[config.mk]
export PLATFORM = sky130hd
export DESIGN_NAME = mem_ctrl
export DESIGN_NICKNAME = d
export VERILOG_FILES = /design/src/rtl/mem_ctrl.sv
export SDC_FILE = /design/constraint.sdc
export NUM_CORES = 1
export LEC_CHECK = 0
export CORE_MARGIN = 2
export CORE_UTILIZATION = 55
export CTS_BUF_LIST = sky130_fd_sc_hd__clkbuf_4
export CTS_CLUSTER_SIZE = 8
export DETAILED_ROUTE_END_ITERATION = 10
export PLACE_DENSITY = 0.91
export SYNTH_ARGS = -nofsm -noshare
export SYNTH_HDL_FRONTEND = slang
export SYNTH_SLANG_ARGS = --single-unit
[constraint.sdc]
create_clock -name clk_in -period 5 [get_ports clk_in]
set_input_delay 0.5 -clock clk_in [delete_from_list [all_inputs] [get_ports clk_in]]
set_output_delay 0.5 -clock clk_in [all_outputs]
set_load 0.03 [all_outputs]
[src/rtl/mem_ctrl.sv]
// Byte-wide RAM/IO port arbiter between instruction fetch and the load/store buffer.
// Optional IO write back-pressure when MEM_IO_STALL_EN is defined.
module mem_ctrl #(
  parameter int          ADDR_WIDTH = 32,
  parameter logic [31:0] IO_BASE    = 32'h0003_0000
) (
  input  logic                  clk_in,
  input  logic                  rst_n_in,
  input  logic                  rdy_in,
  input  logic                  clear,
  input  logic                  if_req,
  input  logic [31:0]           if_addr,
  output logic                  if_done,
  output logic [31:0]           if_data,
  input  logic                  ls_req,
  input  logic [2:0]            ls_op,
  input  logic [31:0]           ls_addr,
  input  logic [31:0]           ls_wdata,
  output logic                  ls_done,
  output logic [31:0]           ls_rdata,
  input  logic [7:0]            mem_din,
  output logic [7:0]            mem_dout,
  output logic [ADDR_WIDTH-1:0] mem_a,
  output logic                  mem_wr,
  input  logic                  io_buffer_full
);

  typedef enum logic [1:0] {S_IDLE, S_RD, S_WR} state_t;

  state_t                r_state;
  logic                  r_is_if;
  logic [2:0]            r_op;
  logic [2:0]            r_n;
  logic [2:0]            r_cnt;
  logic [ADDR_WIDTH-1:0] r_a;
  logic [7:0]            r_dout;
  logic                  r_wr;
  logic [31:0]           r_wdata;
  logic [31:0]           r_buf;
  logic                  r_if_done;
  logic                  r_ls_done;
  logic [31:0]           r_if_data;
  logic [31:0]           r_ls_rdata;

  logic [2:0]  w_j;
  logic [1:0]  w_bidx;
  logic [31:0] w_full;
  logic [31:0] w_ext;
  logic [2:0]  w_ls_n;
  logic        w_ls_wr;
  logic        w_io_req;
  logic        w_io_cur;
  logic        w_hold_req;
  logic        w_stall;
  logic        w_ls_go;

  assign w_j      = r_cnt + 3'd1;
  assign w_bidx   = r_cnt[1:0] - 2'd1;
  assign w_ls_wr  = ls_op[2] & (ls_op[1] | ls_op[0]);
  assign w_io_req = ls_addr[ADDR_WIDTH-1:0] >= IO_BASE[ADDR_WIDTH-1:0];
  assign w_io_cur = r_a >= IO_BASE[ADDR_WIDTH-1:0];

`ifdef MEM_IO_STALL_EN
  assign w_hold_req = io_buffer_full & w_io_req & w_ls_wr;
  assign w_stall    = io_buffer_full & w_io_cur;
`else
  assign w_hold_req = 1'b0 & io_buffer_full & w_io_req;
  assign w_stall    = 1'b0 & w_io_cur;
`endif

  assign w_ls_go = ls_req & ~w_hold_req;

  always_comb begin
    unique case (1'b1)
      (ls_op == 3'b000), (ls_op == 3'b001),
      (ls_op == 3'b101): w_ls_n = 3'd1;
      (ls_op == 3'b010), (ls_op == 3'b011),
      (ls_op == 3'b110): w_ls_n = 3'd2;
      default:           w_ls_n = 3'd4;
    endcase
  end

  // Result as it will look once the byte arriving this cycle is merged in
  always_comb begin
    w_full = r_buf;
    w_full[{w_bidx, 3'b000} +: 8] = mem_din;
  end

  always_comb begin
    unique case (r_op)
      3'b000:  w_ext = {{24{w_full[7]}}, w_full[7:0]};
      3'b001:  w_ext = {24'b0, w_full[7:0]};
      3'b010:  w_ext = {{16{w_full[15]}}, w_full[15:0]};
      3'b011:  w_ext = {16'b0, w_full[15:0]};
      default: w_ext = w_full;
    endcase
  end

  always_ff @(posedge clk_in) begin
    if (!rst_n_in) begin
      r_state    <= S_IDLE;
      r_is_if    <= 1'b0;
      r_op       <= 3'b000;
      r_n        <= 3'd0;
      r_cnt      <= 3'd0;
      r_a        <= '0;
      r_dout     <= 8'h00;
      r_wr       <= 1'b0;
      r_wdata    <= 32'h0;
      r_buf      <= 32'h0;
      r_if_done  <= 1'b0;
      r_ls_done  <= 1'b0;
      r_if_data  <= 32'h0;
      r_ls_rdata <= 32'h0;
    end else if (rdy_in) begin
      r_if_done <= 1'b0;
      r_ls_done <= 1'b0;
      unique case (r_state)
        S_IDLE: begin
          if (!clear && w_ls_go) begin
            r_is_if <= 1'b0;
            r_op    <= ls_op;
            r_n     <= w_ls_n;
            r_cnt   <= 3'd0;
            r_a     <= ls_addr[ADDR_WIDTH-1:0];
            r_wdata <= ls_wdata;
            r_dout  <= ls_wdata[7:0];
            if (w_ls_wr) begin
              r_wr    <= 1'b1;
              r_state <= S_WR;
            end else begin
              r_state <= S_RD;
            end
          end else if (!clear && if_req) begin
            r_is_if <= 1'b1;
            r_op    <= 3'b100;
            r_n     <= 3'd4;
            r_cnt   <= 3'd0;
            r_a     <= if_addr[ADDR_WIDTH-1:0];
            r_state <= S_RD;
          end
        end
        S_RD: begin
          if (clear) begin
            r_state <= S_IDLE;
          end else begin
            r_cnt <= w_j;
            if (w_j < r_n) r_a <= r_a + 1'b1;
            if (w_j >= 3'd2) r_buf <= w_full;
            if (w_j == r_n + 3'd1) begin
              r_state <= S_IDLE;
              if (r_is_if) begin
                r_if_done <= 1'b1;
                r_if_data <= w_full;
              end else begin
                r_ls_done  <= 1'b1;
                r_ls_rdata <= w_ext;
              end
            end
          end
        end
        S_WR: begin
          // Stores run to completion even across a flush
          if (!w_stall) begin
            if (w_j == r_n) begin
              r_wr      <= 1'b0;
              r_ls_done <= 1'b1;
              r_state   <= S_IDLE;
            end else begin
              r_cnt  <= w_j;
              r_a    <= r_a + 1'b1;
              r_dout <= r_wdata[{w_j[1:0], 3'b000} +: 8];
            end
          end
        end
        default: r_state <= S_IDLE;
      endcase
    end
  end

  assign if_done  = r_if_done;
  assign if_data  = r_if_data;
  assign ls_done  = r_ls_done;
  assign ls_rdata = r_ls_rdata;
  assign mem_a    = r_a;
  assign mem_dout = r_dout;
  assign mem_wr   = r_wr & rdy_in & ~w_stall;

endmodule

# After elaboration in Yosys (flattened, before gate mapping)
# Cells that the tools add are included.
[word_totals]
reg_bits = 183
input_bits = 114
out_inout_bits = 107
word_cells = 112
[op_classes]
n_addsub = 5
order_cmp = 2
eq_ne = 20
n_shift = 3
muxes = 42
n_bitwise = 5
n_reduce_logical = 21
[ops]
columns = ["cell", "count"]
rows = [
  ["32-bit two-way mux", 5],
  ["32-bit case mux with 4 select lines", 1],
  ["32-bit case mux with 3 select lines", 1],
  ["32-bit by 1-bit adder with 32-bit output, second input constant", 1],
  ["32-bit bitwise mux", 1],
  ["8-bit by 7-bit variable shift with 32-bit output, first input constant", 1],
  ["32-bit by 6-bit indexed part select with 8-bit output", 1],
  ["8-bit by 7-bit indexed part select with 32-bit output", 1],
  ["3-bit two-way mux", 7],
  ["5-bit AND reduction", 4],
  ["8-bit two-way mux", 2],
  ["8-bit case mux with 2 select lines", 1],
  ["1-bit two-way mux", 13],
  ["3-bit by 2-bit equality test with 1-bit output, second input constant", 4],
  ["2-bit two-way mux", 6],
  ["2-bit != test, second input constant", 6],
  ["4-bit AND reduction", 3],
  ["3-bit case mux with 3 select lines", 1],
  ["5-bit negation with 7-bit output", 1],
  ["3-bit by 1-bit adder with 3-bit output, second input constant", 2],
  ["3-bit by 1-bit equality test with 1-bit output, second input constant", 2],
  ["3-bit equality test", 2],
  ["3-bit equality test, second input constant", 2],
  ["3-bit zero test", 2],
  ["other kinds (20)", 28],
]

# Logic depth before layout (Yosys ltp)
[logic_depth]
depth_word = 5
ltp_mapped = 10
ltp_nobuf = 8

# Worst setup path after synthesis
# OpenSTA, ideal clock, no wires.
[synth_timing]
path_kind = "reg-to-reg"
start = "register r_cnt[0]"
end = "register r_a[22], in the netlist mem_a[22]"
setup_ns = 0.131
arrival_ns = 2.439
t_required_ns = 4.869
path_slack_ns = 2.430
stages_incl_launch_ff = 11
n_path_buf = 2
period_less_slack_ns = 2.570
path_cell_list = "dfxtp_1 -> ha_1 -> xor2_2 -> ha_1 -> or3b_2 -> a211oi_1 -> o211ai_1 -> clkbuf_1 -> buf_1 -> a21oi_1 -> o32ai_1"
[synth_via]
elab_chain_len = 4
word_cells_on_any_way = 6
classes_between = "1 x add/sub; 1 x order compare; 3 x eq/ne; 1 x reduce/logical"
[synth_rtl]
columns = ["item", "line", "rtl"]
rows = [
  ["start, declared", "34", "logic [2:0] r_cnt;"],
  ["start signal, assigned", "147", "r_cnt <= w_j;"],
  ["start signal, assigned", "170", "r_cnt <= w_j;"],
  ["3-bit by 1-bit adder with 3-bit output *", "57", "assign w_j = r_cnt + 3'd1;"],
  ["3-bit < comparator or 3-bit equality test (tied branches)", "148, 165", ""],
  ["2-bit != test (no line)", "--", ""],
  ["6-bit AND reduction (no line) *", "--", ""],
  ["end signal, assigned", "139", "r_a <= if_addr[ADDR_WIDTH-1:0];"],
  ["end signal, assigned", "148", "if (w_j < r_n) r_a <= r_a + 1'b1;"],
  ["end signal, assigned", "171", "r_a <= r_a + 1'b1;"],
  ["end, declared", "35", "logic [ADDR_WIDTH-1:0] r_a;"],
]
# Mark *: on every way between the ends. The rest lies on a longest branch, timed or not.
# A chain may end at the register's enable or synchronous reset.

# Final worst setup path
[layout_timing]
start = "register r_cnt[0]"
end = "register r_ls_rdata[26], in the netlist ls_rdata[26]"
[layout_via]
elab_chain_len = 5
word_cells_on_any_way = 9
classes_between = "3 x add/sub; 1 x eq/ne; 2 x shift; 2 x mux; 1 x reduce/logical"
[layout_rtl]
columns = ["item", "line", "rtl"]
rows = [
  ["2-bit by 1-bit subtractor with 2-bit output", "58", "assign w_bidx = r_cnt[1:0] - 2'd1;"],
  ["5-bit negation with 7-bit output", "86", "w_full[{w_bidx, 3'b000} +: 8] = mem_din;"],
  ["8-bit by 7-bit indexed part select with 32-bit output or 8-bit by 7-bit variable shift with 32-bit output (tied branches)", "86", ""],
  ["32-bit bitwise mux", "86", ""],
  ["32-bit case mux with 4 select lines", "90", "unique case (r_op)"],
  ["end signal, assigned", "157", "r_ls_rdata <= w_ext;"],
  ["end, declared", "43", "logic [31:0] r_ls_rdata;"],
]
# Parallel ways exist; a longest one is shown, timed or not.

==> metrics.cfg <==
[status]
outcome=complete, no violations

[placement]
place.port_buffers=219
gpl.final_weighted_congestion=0.8538
place_area_sq_um=11080
hpwlAfterDp_microns=17270

[global_route]
grt_pass1_vias=8236
grt_util_met1_pct=36.87
largest_net_degree_at_the_start_of_global_routing=88
grtUsageMet3_pct=5.293
first_pass_grt_wire_length_microns=39930
grtUsageTotal_pct=29.19
top_usage_layer=met2
grt_util_met2_pct=48.38
grt_overflow=0
antenna_found_initial=0

[synth]
ys_warn_count=0
ys_seq_area_share_pct=41.44
syn-instance-count=1066
ys.flop_type=dfxtp_1
asyncSetResetFlopFracSynth_pct=0
syn_area_sq_um=8841
avgSynthCellArea_sq_um=8.294
yosys.cell_types.count=59
synth_edf_count=0
postSynthRegisterBits=183
synth.net_count=1194

[die]
die_width_microns=130.8
top_level_i_o_count=221
core_area_sq_um=15770
rows=46
die_area_sq_um=17100
die-height_microns=130.8
initial_utilization_pct=56.06

[sta]
final-hold-violation-count=0
slew_headroom_pct=11.61
setup-violations-final=0
fin_setup_tns_ns=0
slew_viol_final=0
clock_skew_ns=0.01983
worst_pin_slew_ns=1.316
final_period_minus_worst_setup_slack_ns=3.648
fin_crit_sh_pct=72.96
max_clock_freq_mhz=274.1
setup_repair_after_global_routing_missed_its_margin=false

[detailed_routing]
drt-initial-drc-count=860
viasPerCell=5.956
routed_vias=8713
drt_pass1_iterations=6
remaining_drc_errors=0
route.detailed.wl_per_inst_microns=16.90
route.final.wire_length_microns=24720
final_antenna_net_count=0

[clocking]
root_buffer=clkbuf_4
post_cts_resized=0
insertion_delay_ns=0.60
postCtsSetupBuffers=0
clk_transition_reported_paths_ns=0.15
max-clock-path-buffers=2
cts-buffers-inserted=17
hold_buffers=0
clock_tree_from_tritoncts=built
clock_sinks=183
ctsHtreeMaxLevel=4

[critical_path]
endpoint_kind=register
worstPathMaxFanout=20
timing_worst_setup_path_type=register to register
cp_data_required_time_ns=5.55
r2r_slack_ns=1.35
cp-start-kind=register
arrival_ns=4.20

[final_layout]
final_cell_mix=clkdlybuf4s50_1 (218), dfxtp_1 (183), nand2_1 (146)
synth_to_final_area_change_pct=29.17
share_of_post_route_cells_with_drive_strength_above_1_pct=8.099
final_cell_utilization_of_the_core_pct=72.41
n_antenna_cell=0
layout.cells.most_common=clkdlybuf4s50_1
num-fill-cells=1261
num-nets-final=1362
design_area_sq_um=11420

[power]
power.ir.vdd_worst_mv=0.1735
cellPowerDensity_nw_per_um2=273.3
total_power_uw=3120
power.static_leakage_uw=0.003853

[job]
cap_violations=0

[hold_path]
hold_path.class=primary input to register

-- through the flow --
stage | worst slack, ns | instances | hold slack, ns
finish | 1.352 | 1463 | 0.4260
global route | 0.9467 | 1463 | 0.4091
CTS | 1.374 | 1463 | 0.3888
detailed placement | 1.398 | 1431 | 0.4466
global placement | 1.458 | 1431 | 0.4388
floorplan | 2.430 | 1066 | 0.4331
-- cell type report --
cell class	instances	area (sq um)	share of cell area (%)
clock buffer	17	127.6	1.118
multi-input combinational	783	4795	41.99
clock inverter	15	212.7	1.863
inverter	17	66.31	0.5807
timing repair buffer	232	2285	20.01
sequential	183	3664	32.08
tap	216	270.3	2.367
-- sequential cells by signal (all words and copies together) (netlist names) --
name and cells:
if_data 32, if_done 1, ls_done 1, ls_rdata 32, mem_a 32, mem_dout 8, r_buf 32, r_cnt 3
r_is_if 1, r_n 3, r_op 3, r_state 2, r_wdata 32, r_wr 1
-- layer usage --
layer	vias up	wire (microns)
met5	-	0
met3	68	1491
met1	4079	10390
met4	0	906
li1	4207	-
met2	359	11930
-- synth_stat cells, types with 2 or more instances --
cell type	n	share of area (%)
nor4b_1	2	0.20
a211oi_1	84	7.1
and3_1	8	0.57
buf_4	2	0.17
mux2_2	4	0.51
nor2_1	120	5.1
buf_2	15	0.85
or2_2	3	0.21
xnor2_1	5	0.50
nand4_1	17	1.2
and4_1	5	0.50
nor3b_1	2	0.17
o221a_2	30	3.8
and2_1	2	0.14
a211o_1	2	0.20
a221oi_1	2	0.20
o21ai_0	22	1.2
nand2b_1	7	0.50
nand2_1	146	6.2
and4b_1	3	0.34
mux2i_1	19	2.2
a41oi_1	5	0.50
ha_1	14	2.0
a22oi_1	3	0.25
o2111ai_1	2	0.20
o22ai_1	9	0.64
inv_1	16	0.68
nand3_1	26	1.5
a31oi_1	28	2.0
clkbuf_1	63	2.7
or4_1	3	0.25
o32a_1	2	0.23
dfxtp_1	183	41
buf_1	3	0.13
mux4_2	8	2.0
a21oi_1	93	5.3
nor2b_1	60	4.2
o32ai_1	5	0.50
o211ai_1	8	0.68
nor4_1	3	0.21
nor3_1	14	0.79
-- final timing paths --
| kind | start | cells after the start | end |
|---|---|---|---|
| setup / recovery | r_cnt[0] | 8 | ls_rdata[26] |
| hold / removal | ls_wdata[29] | 3 | r_wdata[29] |
| setup reg to reg | r_cnt[0] | 8 | ls_rdata[26] |
| hold reg to reg | r_wdata[13] | 2 | r_wdata[13] |
-- kinds of logic after synthesis --
kind of cell | Yosys count | synth area share, %
AOI/OAI and AO/OA | 306 | 23.96
and+or+nand+nor | 425 | 22.60
buffers and inverters | 100 | 4.543
DFF | 183 | 41.44
adders and majority gates | 14 | 1.981
muxes | 31 | 4.698
xor gates and xnor gates | 7 | 0.7784
-- worst max-delay path, cell delays in order, from the launching register on --
cell	delay, ns
dfxtp_1	0.34
buf_4	0.26
inv_1	0.13
ha_1	0.92
nor2b_1	0.49
nor2b_1	0.24
a31oi_1	0.20
o211ai_2	0.68
o221a_2	0.33
-- power by group --
group	switching [uW]	internal (uW)
Sequential	58.6	1520
Clock	538	409
Combinational	336	263
Total	933	2190
Note: power is estimated with default switching activity, not from simulation.
